--- src/rtl/led_display_bcm_driver.sv ---
// HUB75-style panel driver: two half-panel shift channels with binary-coded modulation.
// Pixels are fetched from a frame buffer with a fixed one-cycle read latency.
module led_display_bcm_driver #(
   parameter int SYS_CLK_FREQ   = 100_000_000,
   parameter int NUM_ROW_PIXELS = 32,
   parameter int NUM_COL_PIXELS = 64,
   parameter int COLOUR_DEPTH   = 4,
   parameter int BCLK_DIV       = 4,
   parameter int BASE_ON_CYCLES = 16,
   parameter int LATCH_CYCLES   = 2
) (
   input  logic                                                  clk_in,
   input  logic                                                  reset_in,
   input  logic                                                  enable_in,
   output logic                                                  rd_en_out,
   output logic [$clog2(NUM_ROW_PIXELS/2*NUM_COL_PIXELS)-1:0]    rd_addr_out,
   input  logic [6*COLOUR_DEPTH-1:0]                             rd_data_in,
   output logic [5:0]                                            rgb_out,
   output logic                                                  bclk_out,
   output logic                                                  latch_out,
   output logic                                                  oe_n_out,
   output logic [$clog2(NUM_ROW_PIXELS/2)-1:0]                   row_addr_out,
   output logic                                                  busy_out,
   output logic                                                  frame_start_out,
   output logic                                                  frame_done_out
);

   localparam int SCAN_ROWS = NUM_ROW_PIXELS / 2;
   localparam int ADDR_W    = $clog2(SCAN_ROWS * NUM_COL_PIXELS);
   localparam int ROW_W     = $clog2(SCAN_ROWS);
   localparam int COL_W     = $clog2(NUM_COL_PIXELS);
   localparam int PH_W      = $clog2(BCLK_DIV);
   localparam int PL_W      = (COLOUR_DEPTH > 1) ? $clog2(COLOUR_DEPTH) : 1;
   localparam int MAX_ON    = BASE_ON_CYCLES << (COLOUR_DEPTH - 1);
   localparam int ON_W      = $clog2(MAX_ON + 1);
   localparam int LAT_W     = $clog2(LATCH_CYCLES + 1);

   localparam logic [PH_W-1:0]  PH_LAST  = PH_W'(BCLK_DIV - 1);
   localparam logic [PH_W-1:0]  PH_PRE   = PH_W'(BCLK_DIV - 2);
   localparam logic [PH_W-1:0]  PH_HALF  = PH_W'(BCLK_DIV / 2);
   localparam logic [COL_W-1:0] COL_LAST = COL_W'(NUM_COL_PIXELS - 1);
   localparam logic [ROW_W-1:0] ROW_LAST = ROW_W'(SCAN_ROWS - 1);
   localparam logic [PL_W-1:0]  PL_LAST  = PL_W'(COLOUR_DEPTH - 1);
   localparam logic [ON_W-1:0]  BASE_ON  = ON_W'(BASE_ON_CYCLES);
   localparam logic [LAT_W-1:0] LAT_LEN  = LAT_W'(LATCH_CYCLES);

   if (SYS_CLK_FREQ <= 0 || NUM_ROW_PIXELS < 4 || (NUM_ROW_PIXELS % 2) != 0 ||
       NUM_COL_PIXELS < 2 || COLOUR_DEPTH < 1 || COLOUR_DEPTH > 8 ||
       BCLK_DIV < 2 || (BCLK_DIV % 2) != 0 || BASE_ON_CYCLES < 1 || LATCH_CYCLES < 1) begin : g_bad_cfg
      $error("led_display_bcm_driver: unsupported parameter set");
   end

   typedef enum logic [2:0] {IDLE, PREFETCH, SHIFT, BLANK, LATCH, DISPLAY} state_t;

   state_t             state_q;
   logic [ROW_W-1:0]   row_q;
   logic [PL_W-1:0]    plane_q;
   logic [COL_W-1:0]   col_q;
   logic [PH_W-1:0]    phase_q;
   logic [ON_W-1:0]    on_cnt_q;
   logic [LAT_W-1:0]   lat_cnt_q;
   logic               rd_en_q;
   logic [ADDR_W-1:0]  rd_addr_q;
   logic [5:0]         rgb_q;
   logic               bclk_q;
   logic               latch_q;
   logic               oe_n_q;
   logic [ROW_W-1:0]   row_addr_q;
   logic               frame_start_q;
   logic               frame_done_q;

   logic [5:0]         rgb_sel;
   logic [ON_W-1:0]    on_len;
   logic               last_slot;

   // Bit [plane] of each of the six colour channels, channel 0 in the LSBs.
   for (genvar g = 0; g < 6; g++) begin : g_sel
      logic [COLOUR_DEPTH-1:0] chan;
      assign chan       = rd_data_in[g*COLOUR_DEPTH +: COLOUR_DEPTH];
      assign rgb_sel[g] = chan[plane_q];
   end

   assign on_len    = BASE_ON << plane_q;
   assign last_slot = (row_q == ROW_LAST) && (plane_q == PL_LAST);

   function automatic logic [ADDR_W-1:0] addr_of(input logic [ROW_W-1:0] r, input logic [COL_W-1:0] c);
      return ADDR_W'(int'(r) * NUM_COL_PIXELS + int'(c));
   endfunction

   // Every output is registered: each branch sets the values seen during the next state.
   always_ff @(posedge clk_in) begin
      if (reset_in) begin
         state_q       <= IDLE;
         row_q         <= '0;
         plane_q       <= '0;
         col_q         <= '0;
         phase_q       <= '0;
         on_cnt_q      <= '0;
         lat_cnt_q     <= '0;
         rd_en_q       <= 1'b0;
         rd_addr_q     <= '0;
         rgb_q         <= '0;
         bclk_q        <= 1'b0;
         latch_q       <= 1'b0;
         oe_n_q        <= 1'b1;
         row_addr_q    <= '0;
         frame_start_q <= 1'b0;
         frame_done_q  <= 1'b0;
      end else begin
         rd_en_q       <= 1'b0;
         frame_start_q <= 1'b0;
         frame_done_q  <= 1'b0;
         unique case (state_q)
            IDLE: begin
               if (enable_in) begin
                  state_q       <= PREFETCH;
                  row_q         <= '0;
                  plane_q       <= '0;
                  rd_en_q       <= 1'b1;
                  rd_addr_q     <= '0;
                  frame_start_q <= 1'b1;
               end
            end
            PREFETCH: begin
               state_q <= SHIFT;
               col_q   <= '0;
               phase_q <= '0;
               bclk_q  <= 1'b0;
            end
            SHIFT: begin
               if (phase_q == '0) rgb_q <= rgb_sel;
               // Issue the next column's read so its data lands on that column's phase 0.
               if (phase_q == PH_PRE && col_q != COL_LAST) begin
                  rd_en_q   <= 1'b1;
                  rd_addr_q <= addr_of(row_q, col_q + COL_W'(1));
               end
               if (phase_q == PH_LAST) begin
                  phase_q <= '0;
                  bclk_q  <= 1'b0;
                  if (col_q == COL_LAST) begin
                     state_q    <= BLANK;
                     row_addr_q <= row_q;
                  end else begin
                     col_q <= col_q + COL_W'(1);
                  end
               end else begin
                  phase_q <= phase_q + PH_W'(1);
                  bclk_q  <= (phase_q + PH_W'(1)) >= PH_HALF;
               end
            end
            BLANK: begin
               state_q   <= LATCH;
               latch_q   <= 1'b1;
               lat_cnt_q <= LAT_LEN;
            end
            LATCH: begin
               if (lat_cnt_q == LAT_W'(1)) begin
                  state_q      <= DISPLAY;
                  latch_q      <= 1'b0;
                  oe_n_q       <= 1'b0;
                  on_cnt_q     <= on_len;
                  frame_done_q <= last_slot && (on_len == ON_W'(1));
               end else begin
                  lat_cnt_q <= lat_cnt_q - LAT_W'(1);
               end
            end
            DISPLAY: begin
               if (on_cnt_q == ON_W'(1)) begin
                  oe_n_q <= 1'b1;
                  if (plane_q != PL_LAST) begin
                     plane_q   <= plane_q + PL_W'(1);
                     state_q   <= PREFETCH;
                     rd_en_q   <= 1'b1;
                     rd_addr_q <= addr_of(row_q, '0);
                  end else begin
                     plane_q <= '0;
                     if (row_q != ROW_LAST) begin
                        row_q     <= row_q + ROW_W'(1);
                        state_q   <= PREFETCH;
                        rd_en_q   <= 1'b1;
                        rd_addr_q <= addr_of(row_q + ROW_W'(1), '0);
                     end else begin
                        row_q     <= '0;
                        rd_addr_q <= '0;
                        if (enable_in) begin
                           state_q       <= PREFETCH;
                           rd_en_q       <= 1'b1;
                           frame_start_q <= 1'b1;
                        end else begin
                           state_q    <= IDLE;
                           rgb_q      <= '0;
                           row_addr_q <= '0;
                        end
                     end
                  end
               end else begin
                  on_cnt_q     <= on_cnt_q - ON_W'(1);
                  frame_done_q <= last_slot && (on_cnt_q == ON_W'(2));
               end
            end
            default: state_q <= IDLE;
         endcase
      end
   end

   assign rd_en_out       = rd_en_q;
   assign rd_addr_out     = rd_addr_q;
   assign rgb_out         = rgb_q;
   assign bclk_out        = bclk_q;
   assign latch_out       = latch_q;
   assign oe_n_out        = oe_n_q;
   assign row_addr_out    = row_addr_q;
   assign busy_out        = (state_q != IDLE);
   assign frame_start_out = frame_start_q;
   assign frame_done_out  = frame_done_q;

endmodule

--- config.mk ---
export PLATFORM = sky130hd
export DESIGN_NAME = led_display_bcm_driver
export DESIGN_NICKNAME = d
export VERILOG_FILES = /design/src/rtl/led_display_bcm_driver.sv
export SDC_FILE = /design/constraint.sdc
export NUM_CORES = 1
export LEC_CHECK = 0
export BUFFER_PORTS_ARGS = -buffer_cell sky130_fd_sc_hd__buf_2
export CORE_UTILIZATION = 40
export CTS_CLUSTER_SIZE = 10
export DETAILED_ROUTE_END_ITERATION = 8
export PLACE_DENSITY = 0.59
export SYNTH_ARGS = -nofsm -noshare
export SYNTH_HDL_FRONTEND = slang
export SYNTH_SLANG_ARGS = --single-unit
--- constraint.sdc ---
create_clock -name clk_in -period 2.5 [get_ports clk_in]
set_clock_uncertainty 0.1 [all_clocks]
set_input_delay 0.125 -clock clk_in [delete_from_list [all_inputs] [get_ports clk_in]]
set_output_delay 0.125 -clock clk_in [all_outputs]
set_load 0.02 [all_outputs]
==> results of run 1 <==
[cells by family (layout without fill, tap and decap cells)]
family / after synthesis / after routing / share of synthesized area, %
and+or+nand+nor: 123 / 123 / 22.7
AOI/OAI and AO/OA: 111 / 111 / 22.3
DFF: 52 / 52 / 33.7
buffers and inverters: 42 / 95 / 6.03
muxes: 19 / 19 / 8.62
adders and majority gates: 13 / 13 / 5.26
xor gates and xnor gates: 5 / 5 / 1.42
[layout make-up]
cell class | count | area (sq um)
fillers | 746 | 3760
multi-input cells | 271 | 1870
flip-flops and latches | 52 | 1040
repair buffers | 73 | 418
well taps | 99 | 124
clock buffers | 7 | 96.3
inverters | 15 | 56.3
[through the flow]
step | total power [W] | util [%] | instances
2_1_floorplan | 0.00111 | - | 365
3_5_place_dp | 0.00121 | 47.4 | 509
3_3_place_gp | 0.00121 | 47.4 | 509
6_report | 0.00171 | 49.0 | 517
5_1_grt | 0.00181 | 49.0 | 517
4_1_cts | 0.00173 | 48.8 | 517
[worst max-delay path, stage by stage, from the launching register on]
cell	delay [ns]
dfxtp_1	0.73
nand3b_1	0.33
a21oi_2	0.42
a211o_1	0.35
mux2i_1	0.23
[where the power goes]
group          switching [W]  internal, W
Clock               0.000269     0.000247
Combinational       0.000182     0.000133
Sequential         0.0000308     0.000852
Total               0.000481      0.00123
[cell usage after synthesis, types with 2 or more instances]
| library cell | n | area share [%] |
|---|---|---|
| nor2_1 | 13 | 1.6 |
| o21a_1 | 2 | 0.49 |
| buf_6 | 2 | 0.73 |
| o211ai_1 | 3 | 0.73 |
| nand2_1 | 32 | 3.9 |
| o21ai_0 | 31 | 5.0 |
| nand2b_1 | 3 | 0.61 |
| nor2b_1 | 5 | 1.0 |
| inv_1 | 15 | 1.8 |
| xnor2_1 | 4 | 1.1 |
| and2_1 | 4 | 0.81 |
| buf_4 | 2 | 0.49 |
| nand3b_1 | 3 | 0.73 |
| nor3b_2 | 2 | 0.81 |
| a31oi_1 | 5 | 1.0 |
| nor4b_1 | 2 | 0.57 |
| a211o_1 | 4 | 1.1 |
| nor4bb_1 | 2 | 0.65 |
| or3b_2 | 3 | 0.85 |
| or3_1 | 7 | 1.4 |
| nand3_1 | 16 | 2.6 |
| ha_1 | 13 | 5.3 |
| mux4_2 | 6 | 4.4 |
| a21oi_1 | 38 | 6.2 |
| dfxtp_1 | 52 | 34 |
| and3_1 | 3 | 0.61 |
| nor4_1 | 5 | 1.0 |
| clkbuf_1 | 17 | 2.1 |
| buf_2 | 4 | 0.65 |
| a21oi_2 | 2 | 0.57 |
| mux2i_1 | 12 | 3.9 |
| o32ai_1 | 6 | 1.7 |
| a211oi_1 | 4 | 0.97 |
| nor3_1 | 11 | 1.8 |
| o21bai_1 | 3 | 0.73 |
[timing repair]
action                     in CTS  in global routing
setup endpoints to repair       0                  1
hold endpoints to repair        1                  0
gates resized for setup         0                  1
hold buffers                    1                  0
[flip-flops by register name, indices dropped and copies added, names as in the netlist]
name,cells
rd_en_out,1
frame_start_out,1
rd_addr_out,10
frame_done_out,1
col_q,6
plane_q,2
phase_q,1
row_addr_out,4
latch_out,1
rgb_out,6
oe_n_out,1
row_q,4
bclk_out,1
lat_cnt_q,2
on_cnt_q,8
state_q,3
[final timing paths]
check | from | to | slack [ns] | depth (start not counted)
max | state_q[0] | rd_addr_out[3] | 0.28 | 4
min | rd_data_in[20] | rgb_out[5] | 0.22 | 4
max reg2reg | state_q[0] | rd_addr_out[3] | 0.28 | 4
min reg2reg | row_addr_out[1] | row_addr_out[1] | 0.35 | 2
[routing by layer]
layer / routed length [um] / track usage, % / up-vias
li1: - / - / 1441
met1: 3810 / 27.4 / 1364
met2: 3720 / 31.8 / 76
met3: 350 / 3.21 / 6
met4: 74 / 7.12 / 0
met5: 0 / 0 / -
==> impl_metrics.ini, run 1 <==
[layout]
fin_area_sq_um = 3610
nNetsFinal = 458
drive_above_1_share_pct = 23.7
layout_commonest_cell = buf_2
area_delta_synth_final_pct = 16.8
antennaDiodeCount = 0
layout_common_cells = buf_2, dfxtp_1, a21oi_1

[timing]
finalSetupTns_ns = 0
hold_violations = 0
tightest_slew_ns = 0.622
hold_ws_ns = 0.223
rsz0062_at_grt = no
slew_viol_final = 0
post-route-period-util_pct = 88.8
finalSetupViolCount = 0
layout_min_cycle_time_ns = 2.22
slew_headroom_pct = 58.5
layout_setup_ws_ns = 0.279
fmax_ghz = 0.450

[power]
p_per_area_nw_per_um2 = 475
peakVddDrop_mv = 0.178
cellLeakagePower_nw = 1.42

[detailed_routing]
viasPerCell = 5.58
via_count = 2887
routedWlPerCell_um = 15.4
ant_nets = 0
drtIter0Drc = 146
routed_wl_mm = 7.95
drt_pass1_iterations = 4
drt_drc_violations_left = 0

[clock_tree]
tritoncts = yes
root_buffer = clkbuf_8
htreeDepth = 2
cts_buffer_depth = 2
cts.sinks = 52
clk_pin_slew_worst_paths_ns = 0.09
clock_latency_ns = 0.30
cts_buffers = 5
post_cts_buffers = 0

[outcome]
status = completed

[die]
die_w_um = 89.9
fp-row-count = 31
placeableCoreArea_sq_um = 7370
die_h_um = 89.9
ios = 54
initial_core_util_pct = 41.9
die_area_sq_um = 8080

[placement]
gp_congestion = 0.803
placed_area_sq_um = 3490
detailed_place_hpwl_mm = 5.76
port_buffers = 53
pre_cts_slack_ns = 0.257

[global_routing]
grt_max_degree = 35
grt_usage_pct = 20.0
grt_pass1_vias = 2747
grt_overflow = 0
grt_pass1_wl_mm = 13.3
antenna_found_initial = 0

[setup_path]
criticalPathCategory = reg2reg
end_kind = flip-flop
start_kind = flip-flop
cp_max_fo = 19
crit_arrival_ns = 2.35
cp.required_ns = 2.63

[synthesis]
syn_area_sq_um = 3090
yosysSeqAreaShare_pct = 33.7
synthArstFlopShare_pct = 0
yosysUniqueCellTypes = 64
avgSynthCellArea_sq_um = 8.47
synthCells = 365
ys_seq_elements = 52
syn_nets = 405
synth_edf_count = 0
yosys_warnings = 0
synthFlopType = dfxtp_1

[hold_path]
hold_path_class = in2reg

[run]
maxCapViolations = 0
Power figures use the tool's default switching activity.
==> run 2, diff against run 1 <==
CORE_UTILIZATION = 45   (was 40)
PLACE_DENSITY = 0.75   (was 0.59)
SETUP_SLACK_MARGIN = 0.02   (was not set)
==> impl_metrics.ini, run 2 (synthesized netlist as in run 1, its figures left out) <==
[placement]
pre_cts_slack_ns = 0.236
placed_area_sq_um = 3430
port_buffers = 53
gp_congestion = 0.907
placed_cells = 483
detailed_place_hpwl_mm = 5.61

[detailed_routing]
ant_nets = 0
viasPerCell = 5.87
via_count = 2888
routedWlPerCell_um = 15.4
routed_wl_mm = 7.59
drtIter0Drc = 184
drt_pass1_iterations = 6
drt_drc_violations_left = 4

[timing]
hold_violations = 0
hold_ws_ns = 0.214
rsz0062_at_grt = yes
finalSetupTns_ns = 0
layout_min_cycle_time_ns = 2.25
tightest_slew_ns = 0.820
slew_headroom_pct = 45.3
finalSetupViolCount = 0
layout_setup_ws_ns = 0.248
post-route-period-util_pct = 90.1
slew_viol_final = 0
fmax_ghz = 0.444

[layout]
drive_above_1_share_pct = 22.9
nNetsFinal = 454
area_delta_synth_final_pct = 14.6
final_cells = 492
layout_commonest_cell = buf_2
antennaDiodeCount = 0
fin_area_sq_um = 3540
layout_common_cells = buf_2, dfxtp_1, a21oi_1
largest_reg_flops = 10

[clock_tree]
clk_pin_slew_worst_paths_ns = 0.09
cts.sinks = 52
htreeDepth = 2
cts_buffers = 5
cts_buffer_depth = 2
root_buffer = clkbuf_8
tritoncts = yes
clock_latency_ns = 0.31

[die]
fp-row-count = 29
die_h_um = 84.9
ios = 54
die_area_sq_um = 7200
die_w_um = 84.9
initial_core_util_pct = 47.6
placeableCoreArea_sq_um = 6490

[global_routing]
grt_overflow = 0
grt_usage_pct = 22.4
grt_pass1_wl_mm = 12.9
grt_max_degree = 35
grt_pass1_vias = 2762
antenna_found_initial = 0

[outcome]
violations = DRC
status = complete, but fails checks

[hold_path]
hold_path_class = in2reg
hold_start = rd_data_in[22]

[power]
peakVddDrop_mv = 0.221
cellLeakagePower_nw = 1.39
p_per_area_nw_per_um2 = 480

[setup_path]
start_kind = flip-flop
end_kind = flip-flop
startpoint = plane_q[1]
crit_arrival_ns = 2.38
cp_max_fo = 10
r2r_start = plane_q[1]
criticalPathCategory = reg2reg
cp.required_ns = 2.63

[run]
maxCapViolations = 0
## run 2: stage by stage
step	util (%)	power, W
after CTS	54.4	0.00170
after floorplan	-	0.00111
final	54.5	0.00170
after detailed placement	52.9	0.00121
after global routing	54.5	0.00178
after global placement	52.9	0.00120
## run 2: layout make-up
cell class              count  area [sq um]
inverters                  15          56.3
repair buffers             69           388
flip-flops and latches     52          1040
well taps                  77          96.3
clock buffers               8          90.1
fillers                   602          2950
multi-input cells         271          1870
## run 2: per-layer routing
| layer | routed length [um] | part of all wire [%] | vias up | track usage, % |
|---|---|---|---|---|
| met5 | 0 | 0 | - | 0 |
| met4 | 136 | 1.8 | 0 | 8.63 |
| met3 | 399 | 5.3 | 14 | 4.96 |
| met2 | 3600 | 47 | 69 | 36.1 |
| met1 | 3450 | 45 | 1364 | 29.6 |
| li1 | - | - | 1441 | - |
## run 2: path summary, 6_finish.rpt
check | to | slack [ns] | depth (start not counted)
worst max-delay path | row_addr_out[3] | 0.25 | 5
worst min-delay path | rgb_out[5] | 0.21 | 4
worst max register to register | row_addr_out[3] | 0.25 | 5
worst min register to register | row_addr_out[0] | 0.35 | 2
## run 2: critical path, stage by stage, from the launching register on
cell	delay, ns
dfxtp_1	0.56
ha_1	0.38
nor2b_1	0.34
a31oi_2	0.26
a21oi_2	0.30
mux2i_1	0.23
## run 2: report_power, final
group          internal, W  leakage [nW]  switching [W]  total, W
Combinational     0.000133         0.926       0.000185  0.000318
Clock             0.000227        0.0455       0.000273  0.000499
Sequential        0.000852         0.420      0.0000284  0.000880
## run 2: repair_timing
action	4_1_cts	5_1_grt
endpoints found under the hold margin	1	0
setup endpoints to repair	0	2
hold buffers	1	0
resized for setup	0	1
setup buffers	0	0
==> run 3, diff against run 2 <==
==> constraint.sdc (replaced) <==
create_clock -name clk_in -period 2.8 [get_ports clk_in]
set_clock_uncertainty 0.1 [all_clocks]
set_input_delay 0.14 -clock clk_in [delete_from_list [all_inputs] [get_ports clk_in]]
set_output_delay 0.14 -clock clk_in [all_outputs]
set_load 0.01 [all_outputs]
==> impl_metrics.ini, run 3 (synthesized netlist as in run 1, its figures left out) <==
[setup_path]
slowest_stage = dfxtp_1
r2r_start = plane_q[0]
end_kind = flip-flop
criticalPathCategory = reg2reg
reg2reg_depth = 5
cp_slowest_stage_delay_ns = 0.67
crit_arrival_ns = 2.49
cp.required_ns = 2.94
startpoint = plane_q[0]
rr_endpoint = row_addr_out[3]
start_kind = flip-flop
cp_max_fo = 11
worstPathCellList = ha_1 -> nor2b_1 -> a31oi_1 -> a21oi_2 -> mux2i_1
r2r_slack_ns = 0.45

[die]
placeableCoreArea_sq_um = 6490
fp-row-count = 29
initial_core_util_pct = 47.6
die_w_um = 84.9
ios = 54
die_area_sq_um = 7200
die_h_um = 84.9

[run]
maxCapViolations = 0

[timing]
layout_min_cycle_time_ns = 2.35
finalSetupTns_ns = 0
rsz0062_at_grt = no
hold_violations = 0
tightest_slew_ns = 0.897
fmax_ghz = 0.425
post-route-period-util_pct = 84.0
finalSetupViolCount = 0
slew_viol_final = 0
slew_headroom_pct = 40.1

[power]
p_per_area_nw_per_um2 = 426
cellLeakagePower_nw = 1.37
peakVddDrop_mv = 0.215

[layout]
fillers = 610
nNetsFinal = 449
postLayoutCoreUtil_pct = 53.8
area_delta_synth_final_pct = 13.1
drive_above_1_share_pct = 22.0
largest_reg_flops = 10
layout_commonest_cell = buf_2
layout_common_cells = buf_2, dfxtp_1, a21oi_1
antennaDiodeCount = 0

[clock_tree]
cts.sinks = 52
cts_resized = 0
cts_buffers = 5
htreeDepth = 2
tritoncts = yes
cts_buffer_depth = 2
hold_buffers = 0
post_cts_buffers = 0
clock_latency_ns = 0.31
root_buffer = clkbuf_8
clk_pin_slew_worst_paths_ns = 0.09

[detailed_routing]
drt_pass1_iterations = 9
ant_nets = 0
drtIter0Drc = 229
routed_wl_mm = 7.42
via_count = 2861
viasPerCell = 5.87
routedWlPerCell_um = 15.2
drt_drc_violations_left = 3

[placement]
gp_congestion = 0.876
detailed_place_hpwl_mm = 5.37
port_buffers = 53

[hold_path]
hold_depth = 3
hold_start = enable_in
hold_path_class = in2reg
worstHoldEndpoint = frame_start_out

[global_routing]
grt_pass1_vias = 2591
antenna_found_initial = 0
grt_pass1_wl_mm = 12.3
grt_usage_pct = 21.4
grt_max_degree = 35
grt_overflow = 0

[outcome]
violations = DRC
status = complete, but fails checks
-- run 3: cell types whose count changed in the layout (fill, tap and decap cells not counted) --
cell	change
buf_4	-4
a31oi_1	+1
a31oi_2	-1
dlygate4sd3_1	-1
-- run 3: stage by stage --
stage	setup slack (ns)	std cells	cell area [sq um]	hold slack, ns	total power (W)
4_1_cts	0.433	487	3490	0.0192	0.00150
3_5_place_dp	0.466	479	3400	0.347	0.00106
3_3_place_gp	0.555	479	3400	0.338	0.00106
2_1_floorplan	0.924	365	3090	0.156	0.000982
5_1_grt	0.212	487	3490	0.0444	0.00156
6_report	0.448	487	3490	0.0298	0.00149
-- run 3: cell type report --
class / count / area [sq um] / area share, %
tap: 77 / 96.3 / 2.76
multi-input combinational: 271 / 1860 / 53.3
timing repair buffer: 64 / 348 / 9.95
clock buffer: 8 / 90.1 / 2.58
sequential: 52 / 1040 / 29.8
inverter: 15 / 56.3 / 1.61
-- run 3: worst max path at each step --
stage,to,slack (ns),cells past startpoint
after global routing,row_addr_out[3],0.21,5
final,row_addr_out[3],0.45,5
after CTS,row_addr_out[3],0.43,5
after floorplan,col_q[0],0.92,5
after global placement,row_addr_out[3],0.55,5
after detailed placement,row_addr_out[3],0.47,5
-- run 3: worst max-delay path: cells and delay by family (launching register included) --
family                   cells  cell delay, ns
flip-flops                   1            0.67
AO/OA/AOI/OAI                2            0.62
adder cells (fa/ha/maj)      1            0.42
AND/OR/NAND/NOR              1            0.25
multiplexers                 1            0.22
-- run 3: layer usage --
metal	GRT usage, %	up-vias	routed length (um)
li1	-	1429	-
met1	29.5	1350	3510
met2	34.6	73	3480
met3	3.31	9	332
met4	6.47	0	105
met5	0	-	0
-- run 3: report_power, final --
| group | switching [W] | total [W] | internal, W |
|---|---|---|---|
| registers | 0.0000246 | 0.000785 | 0.000761 |
| clock network | 0.000240 | 0.000442 | 0.000202 |
| logic | 0.000148 | 0.000262 | 0.000114 |
| total | 0.000412 | 0.00149 | 0.00108 |
